[config.mk]
export PLATFORM = sky130hd
export DESIGN_NAME = wb_openram_banked_bridge_flat
export DESIGN_NICKNAME = d
export VERILOG_FILES = /design/src/rtl/wb_openram_banked_bridge_pkg.sv /design/src/rtl/wb_openram_banked_bridge_if.sv /design/src/rtl/wb_openram_banked_bridge_port_fsm.sv /design/src/rtl/wb_openram_banked_bridge.sv /design/src/flat_wrapper.sv
export SDC_FILE = /design/constraint.sdc
export NUM_CORES = 1
export LEC_CHECK = 0
export ABC_AREA = 0
export BUFFER_PORTS_ARGS = -buffer_cell sky130_fd_sc_hd__buf_2
export CORE_AREA = 3 3 141 143
export CTS_BUF_LIST = sky130_fd_sc_hd__clkbuf_4
export DETAILED_ROUTE_END_ITERATION = 16
export DIE_AREA = 0 0 144 146
export PLACE_DENSITY_LB_ADDON = 0.25
export SLEW_MARGIN = 15
export SYNTH_ARGS = -nofsm -noshare
export SYNTH_HDL_FRONTEND = slang
export SYNTH_SLANG_ARGS = --single-unit
[constraint.sdc]
create_clock -name wb_clk_i -period 4.6 [get_ports wb_clk_i]
set_input_delay 0 -clock wb_clk_i [delete_from_list [all_inputs] [get_ports wb_clk_i]]
set_output_delay 0 -clock wb_clk_i [all_outputs]
set_load 0.05 [all_outputs]
[src/rtl/wb_openram_banked_bridge_pkg.sv]
// Shared types and helpers for the banked Wishbone-to-OpenRAM bridge.
package wb_openram_pkg;

  typedef enum logic [1:0] {
    ST_IDLE,
    ST_ACCESS,
    ST_WAIT,
    ST_ACK
  } port_st_e;

  localparam logic [31:0] ERR_PATTERN_DEF = 32'hDEAD_BEEF;

  // Ceiling log2 for elaboration-time sizing.
  function automatic int clog2(input int v);
    int r;
    r = 0;
    for (int i = 0; i < 31; i++) begin
      if ((1 << i) < v) r = i + 1;
    end
    return r;
  endfunction

  // Bank-select field width; a single bank still owns one address bit.
  function automatic int bank_sel_w(input int nb);
    return (clog2(nb) < 1) ? 1 : clog2(nb);
  endfunction

endpackage

[src/rtl/wb_openram_banked_bridge_if.sv]
// Wishbone slave-side bus bundle. The read-only modport drops the write path.
interface wb_openram_banked_bridge_if;
  logic        stb;
  logic        cyc;
  logic        we;
  logic [3:0]  sel;
  logic [31:0] adr;
  logic [31:0] dat_w;
  logic        ack;
  logic [31:0] dat_r;

  modport master   (output stb, cyc, we, sel, adr, dat_w, input ack, dat_r);
  modport slave    (input stb, cyc, we, sel, adr, dat_w, output ack, dat_r);
  modport slave_ro (input stb, cyc, adr, output ack, dat_r);
endinterface

[src/rtl/wb_openram_banked_bridge_port_fsm.sv]
// One Wishbone port: samples a decoded request in IDLE, drives one macro
// port for a single ACCESS cycle, waits out the read latency, acks once.
module wb_openram_port_fsm
  import wb_openram_pkg::*;
#(
  parameter bit          READ_ONLY    = 1'b0,
  parameter int          NUM_BANKS    = 2,
  parameter int          BANK_ADDR_W  = 8,
  parameter int          READ_LATENCY = 1,
  parameter logic [31:0] ERR_PATTERN  = ERR_PATTERN_DEF,
  localparam int         BSW          = bank_sel_w(NUM_BANKS)
) (
  input  logic                   clk_i,
  input  logic                   rst_n_i,
  input  logic                   req_i,
  input  logic                   stall_i,
  input  logic                   we_i,
  input  logic                   blocked_i,
  input  logic                   in_range_i,
  input  logic [BSW-1:0]         bank_i,
  input  logic [BANK_ADDR_W-1:0] word_i,
  input  logic [3:0]             sel_i,
  input  logic [31:0]            din_i,
  input  logic [31:0]            rdata_i,
  output logic                   start_o,
  output logic [BSW-1:0]         bank_o,
  output logic [NUM_BANKS-1:0]   csb_o,
  output logic                   web_o,
  output logic [3:0]             wmask_o,
  output logic [BANK_ADDR_W-1:0] addr_o,
  output logic [31:0]            din_o,
  output logic                   ack_o,
  output logic [31:0]            dat_o
);

  port_st_e               state_q;
  logic [1:0]             cnt_q;
  logic                   rd_q, err_q;
  logic [BSW-1:0]         bank_q;
  logic [NUM_BANKS-1:0]   csb_q;
  logic                   web_q, ack_q;
  logic [3:0]             wmask_q;
  logic [BANK_ADDR_W-1:0] addr_q;
  logic [31:0]            din_q, dat_q;

  logic                 wr, go;
  logic [NUM_BANKS-1:0] bank_oh;

  assign wr      = READ_ONLY ? 1'b0 : we_i;
  // A blocked write still takes the normal ack path, it just never selects a macro.
  assign go      = in_range_i && !(wr && blocked_i);
  assign start_o = (state_q == ST_IDLE) && req_i && !stall_i;

  // One-hot chip-select pattern for the requested bank.
  always_comb begin
    bank_oh = '0;
    for (int b = 0; b < NUM_BANKS; b++) begin
      bank_oh[b] = (bank_i == BSW'(b));
    end
  end

  // Port FSM with all macro-side and bus-side outputs registered.
  always_ff @(posedge clk_i) begin
    if (!rst_n_i) begin
      state_q <= ST_IDLE;
      cnt_q   <= '0;
      rd_q    <= 1'b0;
      err_q   <= 1'b0;
      bank_q  <= '0;
      csb_q   <= '1;
      web_q   <= 1'b1;
      wmask_q <= '0;
      addr_q  <= '0;
      din_q   <= '0;
      ack_q   <= 1'b0;
      dat_q   <= '0;
    end else begin
      ack_q <= 1'b0;
      unique case (state_q)
        ST_IDLE: begin
          if (start_o) begin
            state_q <= ST_ACCESS;
            rd_q    <= !wr;
            err_q   <= !in_range_i;
            bank_q  <= bank_i;
            addr_q  <= word_i;
            wmask_q <= sel_i;
            din_q   <= din_i;
            csb_q   <= go ? ~bank_oh : '1;
            web_q   <= !(wr && go);
          end
        end
        ST_ACCESS: begin
          csb_q <= '1;
          web_q <= 1'b1;
          if (rd_q && !err_q) begin
            state_q <= ST_WAIT;
            cnt_q   <= 2'(READ_LATENCY - 1);
          end else begin
            state_q <= ST_ACK;
            ack_q   <= 1'b1;
            if (rd_q) dat_q <= ERR_PATTERN;
          end
        end
        ST_WAIT: begin
          if (cnt_q == 2'd0) begin
            state_q <= ST_ACK;
            ack_q   <= 1'b1;
            dat_q   <= rdata_i;
          end else begin
            cnt_q <= cnt_q - 2'd1;
          end
        end
        ST_ACK: state_q <= ST_IDLE;
        default: state_q <= ST_IDLE;
      endcase
    end
  end

  assign bank_o  = bank_q;
  assign csb_o   = csb_q;
  assign web_o   = web_q;
  assign wmask_o = wmask_q;
  assign addr_o  = addr_q;
  assign din_o   = din_q;
  assign ack_o   = ack_q;
  assign dat_o   = dat_q;

endmodule

[src/rtl/wb_openram_banked_bridge.sv]
// Maps NUM_BANKS 1rw1r OpenRAM macros into one Wishbone window.
// WB0 is read/write on macro port 0, WB1 is read-only on macro port 1.
module wb_openram_banked_bridge
  import wb_openram_pkg::*;
#(
  parameter int          NUM_BANKS    = 2,
  parameter int          BANK_ADDR_W  = 8,
  parameter logic [31:0] BASE_ADDR    = 32'h3000_0000,
  parameter int          READ_LATENCY = 1,
  parameter logic [31:0] ERR_PATTERN  = ERR_PATTERN_DEF,
  localparam int         BSW          = bank_sel_w(NUM_BANKS),
  localparam int         HI           = 2 + BANK_ADDR_W + BSW
) (
  input  logic                       wb_clk_i,
  input  logic                       wb_rst_n_i,
  input  logic                       writable_i,
  wb_openram_banked_bridge_if.slave    wbs0,
  wb_openram_banked_bridge_if.slave_ro wbs1,
  output logic [NUM_BANKS-1:0]       ram_clk0_o,
  output logic [NUM_BANKS-1:0]       ram_clk1_o,
  output logic [NUM_BANKS-1:0]       ram_csb0_o,
  output logic [NUM_BANKS-1:0]       ram_csb1_o,
  output logic                       ram_web0_o,
  output logic [3:0]                 ram_wmask0_o,
  output logic [BANK_ADDR_W-1:0]     ram_addr0_o,
  output logic [BANK_ADDR_W-1:0]     ram_addr1_o,
  output logic [31:0]                ram_din0_o,
  input  logic [32*NUM_BANKS-1:0]    ram_dout0_i,
  input  logic [32*NUM_BANKS-1:0]    ram_dout1_i,
  output logic [1:0]                 status_o
);

  logic [BANK_ADDR_W-1:0] word0, word1;
  logic [BSW-1:0]         bank0, bank1, bank0_q, bank1_q;
  logic                   rng0, rng1, start0, start1, coll;
  logic [31:0]            rdata0, rdata1;
  logic [1:0]             status_d, status_q;

  logic                   unused_adr, unused_web1;
  logic [3:0]             unused_wmask1;
  logic [31:0]            unused_din1;

  assign unused_adr = ^{wbs0.adr[1:0], wbs1.adr[1:0]};

  assign ram_clk0_o = {NUM_BANKS{wb_clk_i}};
  assign ram_clk1_o = {NUM_BANKS{wb_clk_i}};

  assign word0 = wbs0.adr[2 +: BANK_ADDR_W];
  assign word1 = wbs1.adr[2 +: BANK_ADDR_W];
  assign bank0 = wbs0.adr[2 + BANK_ADDR_W +: BSW];
  assign bank1 = wbs1.adr[2 + BANK_ADDR_W +: BSW];
  assign rng0  = (wbs0.adr[31:HI] == BASE_ADDR[31:HI]) && (int'(bank0) < NUM_BANKS);
  assign rng1  = (wbs1.adr[31:HI] == BASE_ADDR[31:HI]) && (int'(bank1) < NUM_BANKS);

  // WB1 is held one cycle when it would read the word WB0 is writing in the
  // same ACCESS cycle; it then reads after the write edge and sees new data.
  assign coll = start0 && wbs0.we && rng0 && writable_i && rng1 &&
                (bank0 == bank1) && (word0 == word1);

  // Read-data bank mux keyed by each port's registered bank.
  always_comb begin
    rdata0 = '0;
    rdata1 = '0;
    for (int b = 0; b < NUM_BANKS; b++) begin
      if (bank0_q == BSW'(b)) rdata0 = ram_dout0_i[32*b +: 32];
      if (bank1_q == BSW'(b)) rdata1 = ram_dout1_i[32*b +: 32];
    end
  end

  wb_openram_port_fsm #(
    .READ_ONLY(1'b0), .NUM_BANKS(NUM_BANKS), .BANK_ADDR_W(BANK_ADDR_W),
    .READ_LATENCY(READ_LATENCY), .ERR_PATTERN(ERR_PATTERN)
  ) u_p0 (
    .clk_i(wb_clk_i), .rst_n_i(wb_rst_n_i),
    .req_i(wbs0.stb & wbs0.cyc), .stall_i(1'b0), .we_i(wbs0.we),
    .blocked_i(!writable_i), .in_range_i(rng0), .bank_i(bank0), .word_i(word0),
    .sel_i(wbs0.sel), .din_i(wbs0.dat_w), .rdata_i(rdata0),
    .start_o(start0), .bank_o(bank0_q), .csb_o(ram_csb0_o), .web_o(ram_web0_o),
    .wmask_o(ram_wmask0_o), .addr_o(ram_addr0_o), .din_o(ram_din0_o),
    .ack_o(wbs0.ack), .dat_o(wbs0.dat_r)
  );

  wb_openram_port_fsm #(
    .READ_ONLY(1'b1), .NUM_BANKS(NUM_BANKS), .BANK_ADDR_W(BANK_ADDR_W),
    .READ_LATENCY(READ_LATENCY), .ERR_PATTERN(ERR_PATTERN)
  ) u_p1 (
    .clk_i(wb_clk_i), .rst_n_i(wb_rst_n_i),
    .req_i(wbs1.stb & wbs1.cyc), .stall_i(coll), .we_i(1'b0),
    .blocked_i(1'b0), .in_range_i(rng1), .bank_i(bank1), .word_i(word1),
    .sel_i(4'h0), .din_i(32'h0), .rdata_i(rdata1),
    .start_o(start1), .bank_o(bank1_q), .csb_o(ram_csb1_o), .web_o(unused_web1),
    .wmask_o(unused_wmask1), .addr_o(ram_addr1_o), .din_o(unused_din1),
    .ack_o(wbs1.ack), .dat_o(wbs1.dat_r)
  );

  // Sticky error flags, set on request acceptance.
  always_comb begin
    status_d = status_q;
    if (start0 && wbs0.we && rng0 && !writable_i) status_d[0] = 1'b1;
    if ((start0 && !rng0) || (start1 && !rng1))   status_d[1] = 1'b1;
  end

  // Status register, cleared only by reset.
  always_ff @(posedge wb_clk_i) begin
    if (!wb_rst_n_i) status_q <= '0;
    else             status_q <= status_d;
  end

  assign status_o = status_q;

endmodule

[src/flat_wrapper.sv]
// flat-port wrapper written by rule: the top's interface ports become plain ports
module wb_openram_banked_bridge_flat import wb_openram_pkg::*;
#(
  parameter int          NUM_BANKS    = 2,
  parameter int          BANK_ADDR_W  = 8,
  parameter logic [31:0] BASE_ADDR    = 32'h3000_0000,
  parameter int          READ_LATENCY = 1,
  parameter logic [31:0] ERR_PATTERN  = ERR_PATTERN_DEF,
  localparam int         BSW          = bank_sel_w(NUM_BANKS),
  localparam int         HI           = 2 + BANK_ADDR_W + BSW
)
  (wb_clk_i, wb_rst_n_i, writable_i, ram_clk0_o, ram_clk1_o, ram_csb0_o, ram_csb1_o, ram_web0_o, ram_wmask0_o, ram_addr0_o, ram_addr1_o, ram_din0_o, ram_dout0_i, ram_dout1_i, status_o, wbs0_stb, wbs0_cyc, wbs0_we, wbs0_sel, wbs0_adr, wbs0_dat_w, wbs0_ack, wbs0_dat_r, wbs1_stb, wbs1_cyc, wbs1_adr, wbs1_ack, wbs1_dat_r);
  wb_openram_banked_bridge_if wbs0_i ();
  wb_openram_banked_bridge_if wbs1_i ();
  input  logic wb_clk_i;
  input  logic wb_rst_n_i;
  input  logic writable_i;
  output logic [NUM_BANKS-1:0] ram_clk0_o;
  output logic [NUM_BANKS-1:0] ram_clk1_o;
  output logic [NUM_BANKS-1:0] ram_csb0_o;
  output logic [NUM_BANKS-1:0] ram_csb1_o;
  output logic ram_web0_o;
  output logic [3:0] ram_wmask0_o;
  output logic [BANK_ADDR_W-1:0] ram_addr0_o;
  output logic [BANK_ADDR_W-1:0] ram_addr1_o;
  output logic [31:0] ram_din0_o;
  input  logic [32*NUM_BANKS-1:0] ram_dout0_i;
  input  logic [32*NUM_BANKS-1:0] ram_dout1_i;
  output logic [1:0] status_o;
  input wire logic [$bits(wbs0_i.stb)-1:0] wbs0_stb;
  input wire logic [$bits(wbs0_i.cyc)-1:0] wbs0_cyc;
  input wire logic [$bits(wbs0_i.we)-1:0] wbs0_we;
  input wire logic [$bits(wbs0_i.sel)-1:0] wbs0_sel;
  input wire logic [$bits(wbs0_i.adr)-1:0] wbs0_adr;
  input wire logic [$bits(wbs0_i.dat_w)-1:0] wbs0_dat_w;
  output wire logic [$bits(wbs0_i.ack)-1:0] wbs0_ack;
  output wire logic [$bits(wbs0_i.dat_r)-1:0] wbs0_dat_r;
  input wire logic [$bits(wbs1_i.stb)-1:0] wbs1_stb;
  input wire logic [$bits(wbs1_i.cyc)-1:0] wbs1_cyc;
  input wire logic [$bits(wbs1_i.adr)-1:0] wbs1_adr;
  output wire logic [$bits(wbs1_i.ack)-1:0] wbs1_ack;
  output wire logic [$bits(wbs1_i.dat_r)-1:0] wbs1_dat_r;
  assign wbs0_i.stb = wbs0_stb;
  assign wbs0_i.cyc = wbs0_cyc;
  assign wbs0_i.we = wbs0_we;
  assign wbs0_i.sel = wbs0_sel;
  assign wbs0_i.adr = wbs0_adr;
  assign wbs0_i.dat_w = wbs0_dat_w;
  assign wbs0_ack = wbs0_i.ack;
  assign wbs0_dat_r = wbs0_i.dat_r;
  assign wbs1_i.stb = wbs1_stb;
  assign wbs1_i.cyc = wbs1_cyc;
  assign wbs1_i.adr = wbs1_adr;
  assign wbs1_ack = wbs1_i.ack;
  assign wbs1_dat_r = wbs1_i.dat_r;
  wb_openram_banked_bridge #(.NUM_BANKS(NUM_BANKS), .BANK_ADDR_W(BANK_ADDR_W), .BASE_ADDR(BASE_ADDR), .READ_LATENCY(READ_LATENCY), .ERR_PATTERN(ERR_PATTERN)) u_core (.wb_clk_i(wb_clk_i), .wb_rst_n_i(wb_rst_n_i), .writable_i(writable_i), .wbs0(wbs0_i), .wbs1(wbs1_i), .ram_clk0_o(ram_clk0_o), .ram_clk1_o(ram_clk1_o), .ram_csb0_o(ram_csb0_o), .ram_csb1_o(ram_csb1_o), .ram_web0_o(ram_web0_o), .ram_wmask0_o(ram_wmask0_o), .ram_addr0_o(ram_addr0_o), .ram_addr1_o(ram_addr1_o), .ram_din0_o(ram_din0_o), .ram_dout0_i(ram_dout0_i), .ram_dout1_i(ram_dout1_i), .status_o(status_o));
endmodule
==> out/metrics.cfg, run 1 <==
[outcome]
status = did not finish
haltStage = 4_1_cts
error = [ERROR RSZ-0060] Max buffer count reached.

[clocking]
cts-resized-gates = 0
cts_hold_buf = 258
post_cts_buffers = 0

[yosys]
synth_area_per_cell_um2 = 8.98
yosysUniqueCellTypes = 39
synth_edf_count = 0
netlist_area_um2 = 6410
syn-num-nets = 959
synth_seq_cells = 139
yosysSeqAreaShare_pct = 43.4
netlist_instances = 714
ys.flop_type = dfxtp_1
yosys_warnings = 0
async_flop_share_pct = 0

[floorplanning]
fp.dieH_um = 146
die_width_um = 144
ios = 365
start_util_pct = 34.3
fp-row-count = 50

[place]
dp_hpwl_um = 14300
portBuffers = 360
place.gp.congestion = 0.761

==> per-stage QoR <==
| stage | setup WS (ns) | instance area, um^2 | instances | util, % | hold WS (ns) |
|---|---|---|---|---|---|
| 2_1_floorplan | 2.13 | 6410 | 714 | - | 0.0902 |
| 3_3_place_gp | 2.11 | 8290 | 1251 | 44.3 | 0.233 |
| 3_5_place_dp | 2.11 | 8290 | 1251 | 44.3 | 0.233 |
==> cells in the mapped netlist (3+ instances only) <==
library cell,n,share of area (%)
inv_1,13,0.76
nor4_1,8,0.78
a21boi_0,64,7.5
dfxtp_1,139,43
mux2_2,16,2.8
clkbuf_1,44,2.6
nor2b_1,6,0.59
nand2b_1,3,0.29
nand4_1,3,0.29
nand4b_1,3,0.41
nor2_1,9,0.53
mux2i_1,60,9.4
nand2_1,150,8.8
o21ai_0,12,0.94
nand3_1,71,5.5
a21oi_1,5,0.39
o211a_1,48,7.5
buf_1,11,0.64
buf_4,4,0.47
and3_1,4,0.39
xnor2_1,9,1.2
ha_1,9,1.8
==> kinds of logic after synthesis <==
family                   count (synthesis)  share of synthesized area, %
AO/OA/AOI/OAI                          139                          17.5
XOR/XNOR                                 9                          1.23
adder cells (fa/ha/maj)                  9                          1.76
buffers and inverters                   74                          4.86
flip-flops                             139                          43.4
multiplexers                            76                          12.2
AND/OR/NAND/NOR                        268                          19.0
==> run 2, diff against run 1 <==
CORE_AREA = 3 3 142 144   (was 3 3 141 143)
CTS_BUF_LIST = unset   (was sky130_fd_sc_hd__clkbuf_4)
DIE_AREA = 0 0 145 147   (was 0 0 144 146)
PLACE_DENSITY_LB_ADDON = 0.15   (was 0.25)
==> run 2 against run 1 <==
Against the previous run: the run now ends clean; synthesized cell count did not move; area after synthesis stayed put.
==> out/metrics.cfg, run 2 <==
[yosys]
synth_seq_cells = 139
synth_top_area_share_pct = 43.4
synth_largest_area_cell = dfxtp_1
synth_edf_count = 0
async_flop_share_pct = 0
synth_area_per_cell_um2 = 8.98
yosysMostFrequentCell = nand2_1
ys.flop_type = dfxtp_1
netlist_instances = 714
syn-num-nets = 959
synth_common_cells = nand2_1, dfxtp_1, nand3_1, a21boi_0, mux2i_1
yosys_warnings = 0
yosysUniqueCellTypes = 39
netlist_area_um2 = 6410
yosysSeqAreaShare_pct = 43.4
yosys-top-cells-area = dfxtp_1, mux2i_1, nand2_1

[finish]
nets = 1472
areaGrowthSynthToFinish_pct = 69.7
layout_commonest_cell = buf_2
seq_area_um2 = 2790
multi_input_area_um2 = 3330
n_fill_cell = 1635
drive_above_1_share_pct = 34.3
layout_common_cells = buf_2, dlygate4sd3_1, nand2_1

[critical_path]
cp.required_ns = 4.60
cpMaxStageDelayCell = buf_2
crit_type = clock port to output port
crit_buf_inv = 3
ff2ff_path_depth = 7
r2r_start = u_core.u_p1.state_q[0]$_SDFFE_PN0P_
cp_cell_sequence = clkbuf_16 -> clkbuf_16 -> buf_2
critPathMaxFanout = 2
r2r_slack_ns = 2.07
cpPeakStageDelay_ns = 0.21
worst-path-stages = 3
reg2reg_to = u_core.u_p1.dat_o[6]$_SDFFE_PN0P_
endpoint_kind = output port
worstSetupStartpointType = clock port
crit_family = buffers and inverters
critical_path_arrival_ns = 2.77
path_common_cell = clkbuf_16

[clocking]
cts_tree = built
clock_latency_ns = 0.53
cts_hold_buf = 187
cts-resized-gates = 0
post_cts_buffers = 0
path_clk_slew_ns = 0.06

[global_route]
grt_busiest_layer = met2
grt_pass1_vias = 7349
overflow = 0
grt_usage_pct = 20.9
antenna_found_initial = 2
gr-usage-met1_pct = 22.8
gr-usage-met3_pct = 7.40
grt_pass1_wl_um = 36400
use_met2_pct = 36.0
grt_max_degree = 88

[drt]
finalWirelength_um = 22600
wl_per_cell_um = 15.1
vias_per_cell = 4.76
ant_nets = 0
drt-pass1-iter-count = 5
vias = 7141
drt_iter0_drc = 220
drc_errors = 0

[min_path]
hp-class = primary input to register
hold_path_end = u_core.u_p0.web_o$_SDFFE_PN1P_
hold_path_depth = 7
hold_path.startpoint = wbs0_adr[22]

[sta]
setup_viol_count_final = 0
rsz0062_at_grt = false
hold_viol = 0
max_slew_margin_pct = 32.7
worst_slew_pin_slew_ns = 1.01
skew_ns = 0.0107
timing.setup.tns_ns = 0
layout_setup_ws_ns = 1.83
drv_slew = 0

[power_and_ir_drop]
vdd_drop_max_v = 0.000527
power.leakage_nw = 5.19
powerDensity_nw_per_um2 = 521
total_power_mw = 5.66

[place]
portBuffers = 360
dp_hpwl_um = 14500
place.gp.congestion = 0.760
dpl_worst_slack_ns = 2.11

[floorplanning]
ios = 365
fp-row-count = 50
dieArea_um2 = 21300
fp.dieH_um = 147
die_width_um = 145
core_um2 = 18800
start_util_pct = 34.0

[flow_run]
cap_violations = 0

[outcome]
status = completed

[run 2: cell families after synthesis]
logic type | share of synthesized area [%]
mux | 12.2
compound gates | 17.5
flops | 43.4
xor+xnor | 1.23
simple gates | 19.0
buf+inv | 4.86
fa+ha+maj | 1.76
[run 2: final cells by class]
type	count	share of cell area, %
repair buffers	547	33.9
multi-input cells	501	30.6
flip-flops and latches	139	25.6
clock buffers	27	5.18
well taps	260	2.99
clock inverters	12	1.29
inverters	13	0.449
diodes	1	0.0230
[run 2: routing by layer]
layer  routed length (um)  share of wire [%]
met1                 9050                 40
met2                11100                 49
met3                 1680                7.4
met4                  751                3.3
met5                   13              0.058
[run 2: worst max-delay path by stage]
| stage | start | end | slack (ns) |
|---|---|---|---|
| after floorplan | wb_clk_i | ram_clk0_o[0] | 2.13 |
| after global placement | wb_clk_i | ram_clk0_o[0] | 2.11 |
| after detailed placement | wb_clk_i | ram_clk0_o[0] | 2.11 |
| after CTS | wb_clk_i | ram_clk0_o[0] | 1.83 |
| after global routing | wb_clk_i | ram_clk0_o[0] | 1.83 |
| final | wb_clk_i | ram_clk0_o[0] | 1.83 |
[run 2: report_power, final]
group	internal, mW	switching (mW)
logic	0.732	1.60
registers	1.47	0.159
clock network	0.989	0.720
total	3.19	2.48
[run 2: worst register-to-register path, cell delays in order, from the launching register on]
cell,delay [ns]
dfxtp_1,0.37
inv_1,0.10
ha_1,0.20
buf_4,0.25
nand2b_1,0.21
and3_2,0.88
nand3_1,0.22
o211a_1,0.20
[run 2: through the flow]
step / std cells / cell area, um^2 / hold slack, ns / utilization [%]
final: 1500 / 10900 / 0.0295 / 57.8
after global routing: 1500 / 10900 / 0.0826 / 57.8
after CTS: 1499 / 10900 / 0.0104 / 57.7
after detailed placement: 1277 / 8320 / 0.233 / 44.2
after global placement: 1277 / 8320 / 0.233 / 44.2
after floorplan: 714 / 6410 / 0.0902 / -
No activity file was read; power rests on OpenSTA's default activity.
==> run 3, diff against run 2 <==
clock period = 2.35 ns   (was 4.6 ns; I/O delays follow)
==> run 3 against run 2 <==
Against the previous run: largest cell class unchanged; critical path type is now register to register; sequential cell count unchanged; setup slack got worse by 1.6 ns; via count increased by 1.7%; total power increased by 100%; highest routed layer unchanged; critical path depth increased by 4; routed wire length increased by 3.8%; global-route usage increased by 0.82 points; cell count increased by 2.5%; clock-buffer cell count increased by 1; combinational power increased by 110%; non-clock buffer count increased by 38.
==> out/metrics.cfg, run 3 (synthesis gave the netlist of run 2 again) <==
[drt]
drc_errors = 0
wl_per_cell_um = 15.3
finalWirelength_um = 23500
vias = 7259
drt_iter0_drc = 228
ant_nets = 0
vias_per_cell = 4.72
drt-pass1-iter-count = 4

[clocking]
clock_latency_ns = 0.52
path_clk_slew_ns = 0.06
post_cts_buffers = 0
cts_tree = built

[finish]
final_area_um2 = 11300
layout_common_cells = buf_2, dlygate4sd3_1, nand2_1
multi_input_area_um2 = 3330
seq_area_um2 = 2790
areaGrowthSynthToFinish_pct = 76.3
final_cell_count_no_fill = 1537
n_fill_cell = 1621
nets = 1510
layout_commonest_cell = buf_2
drive_above_1_share_pct = 34.0
fin_util_pct = 60.0

[sta]
period_share_pct = 90.7
worst_slew_pin_slew_ns = 0.542
fin_crit_ns = 2.13
max_freq_mhz = 469
rsz0062_at_grt = false
timing.setup.tns_ns = 0
setup_viol_count_final = 0
skew_ns = 0.00740
max_slew_margin_pct = 63.9
hold_viol = 0
drv_slew = 0

[flow_run]
cap_violations = 0

[min_path]
hold_path_depth = 7
hp-class = primary input to register

[critical_path]
worstSetupStartpointType = register
r2r_start = u_core.u_p0.state_q[0]$_SDFFE_PN0P_
r2r_slack_ns = 0.22
ff2ff_path_depth = 7
crit_type = register to register
critPathMaxFanout = 48
cp.required_ns = 2.81
critical_path_arrival_ns = 2.59
endpoint_kind = register
reg2reg_to = u_core.u_p0.din_o[17]$_SDFFE_PN0P_
crit_path_start = u_core.u_p0.state_q[0]$_SDFFE_PN0P_
cp-endpoint = u_core.u_p0.din_o[17]$_SDFFE_PN0P_

[floorplanning]
die_width_um = 145
dieArea_um2 = 21300
start_util_pct = 34.0
fp-row-count = 50
ios = 365
fp.dieH_um = 147
core_um2 = 18800

[global_route]
antenna_found_initial = 2
overflow = 0
grt_usage_pct = 21.7
grt_max_degree = 57
grt_pass1_vias = 7718
grt_pass1_wl_um = 37800

[place]
dp_hpwl_um = 15000
portBuffers = 360
place.gp.congestion = 0.782
dp_cells = 1286
dpl_cell_area_um2 = 8420

[power_and_ir_drop]
powerDensity_nw_per_um2 = 1010
vdd_drop_max_v = 0.00111
power.leakage_nw = 5.43

[outcome]
status = completed

run 3: changes by cell type in the layout (fill, tap and decap cells not counted), sizes merged:
cell,delta
dlygate4sd3,+29
buf,+9
inv,-2
bufinv,+1
clkbuf,+1
clkinvlp,-1
run 3: worst min path at each step:
stage | startpoint | to | slack (ns)
CTS | wbs0_adr[26] | u_core.u_p0.web_o$_SDFFE_PN1P_ | 0.01
detailed placement | wb_clk_i | ram_clk0_o[0] | 0.23
floorplan | wbs0_we | u_core.u_p0.rd_q$_SDFFE_PN0P_ | 0.09
global route | wbs0_adr[26] | u_core.u_p0.csb_o[1]$_SDFFE_PN1P_ | 0.09
finish | wbs0_adr[26] | u_core.u_p0.web_o$_SDFFE_PN1P_ | 0.04
global placement | wb_clk_i | ram_clk0_o[0] | 0.23
run 3: where the power goes:
group | internal [mW] | switching (mW)
Sequential | 2.87 | 0.283
Clock | 2.08 | 1.38
Combinational | 1.62 | 3.21
run 3: repair_timing:
action / CTS / global route
hold endpoints to repair: 132 / 0
hold buffers: 216 / 0
setup endpoints to repair: 0 / 23
resized for setup: 0 / 2
run 3: worst max-delay path, cell delays in order, from the launching register on:
cell	delay, ns
dfxtp_1	0.32
inv_1	0.13
ha_1	0.23
and3_2	0.21
buf_6	0.32
nand2_1	0.09
a21boi_0	0.17
dlygate4sd3_1	0.58
run 3: final cells by class:
class / count / area share [%]
Timing Repair Buffer: 585 / 36.1
Multi-Input combinational cell: 501 / 29.4
Sequential cell: 139 / 24.7
Clock buffer: 28 / 5.19
Tap cell: 260 / 2.88
Clock inverter: 10 / 1.25
Inverter: 13 / 0.432
Antenna cell: 1 / 0.0221
run 3: through the flow:
stage                     power, mW  setup slack [ns]  hold slack [ns]
after floorplan                6.77             0.352           0.0902
after global placement         7.90             0.232            0.233
after detailed placement       7.92             0.186            0.233
after CTS                      11.5             0.124           0.0142
after global routing           12.0            0.0213           0.0924
final                          11.4             0.218           0.0447
run 3: per-layer routing:
layer,GRT usage (%),wire [um],vias up
li1,-,-,3590
met1,23.2,9200,3287
met2,37.7,11600,305
met3,7.31,1760,75
met4,12.3,950,2
met5,0.227,13,-
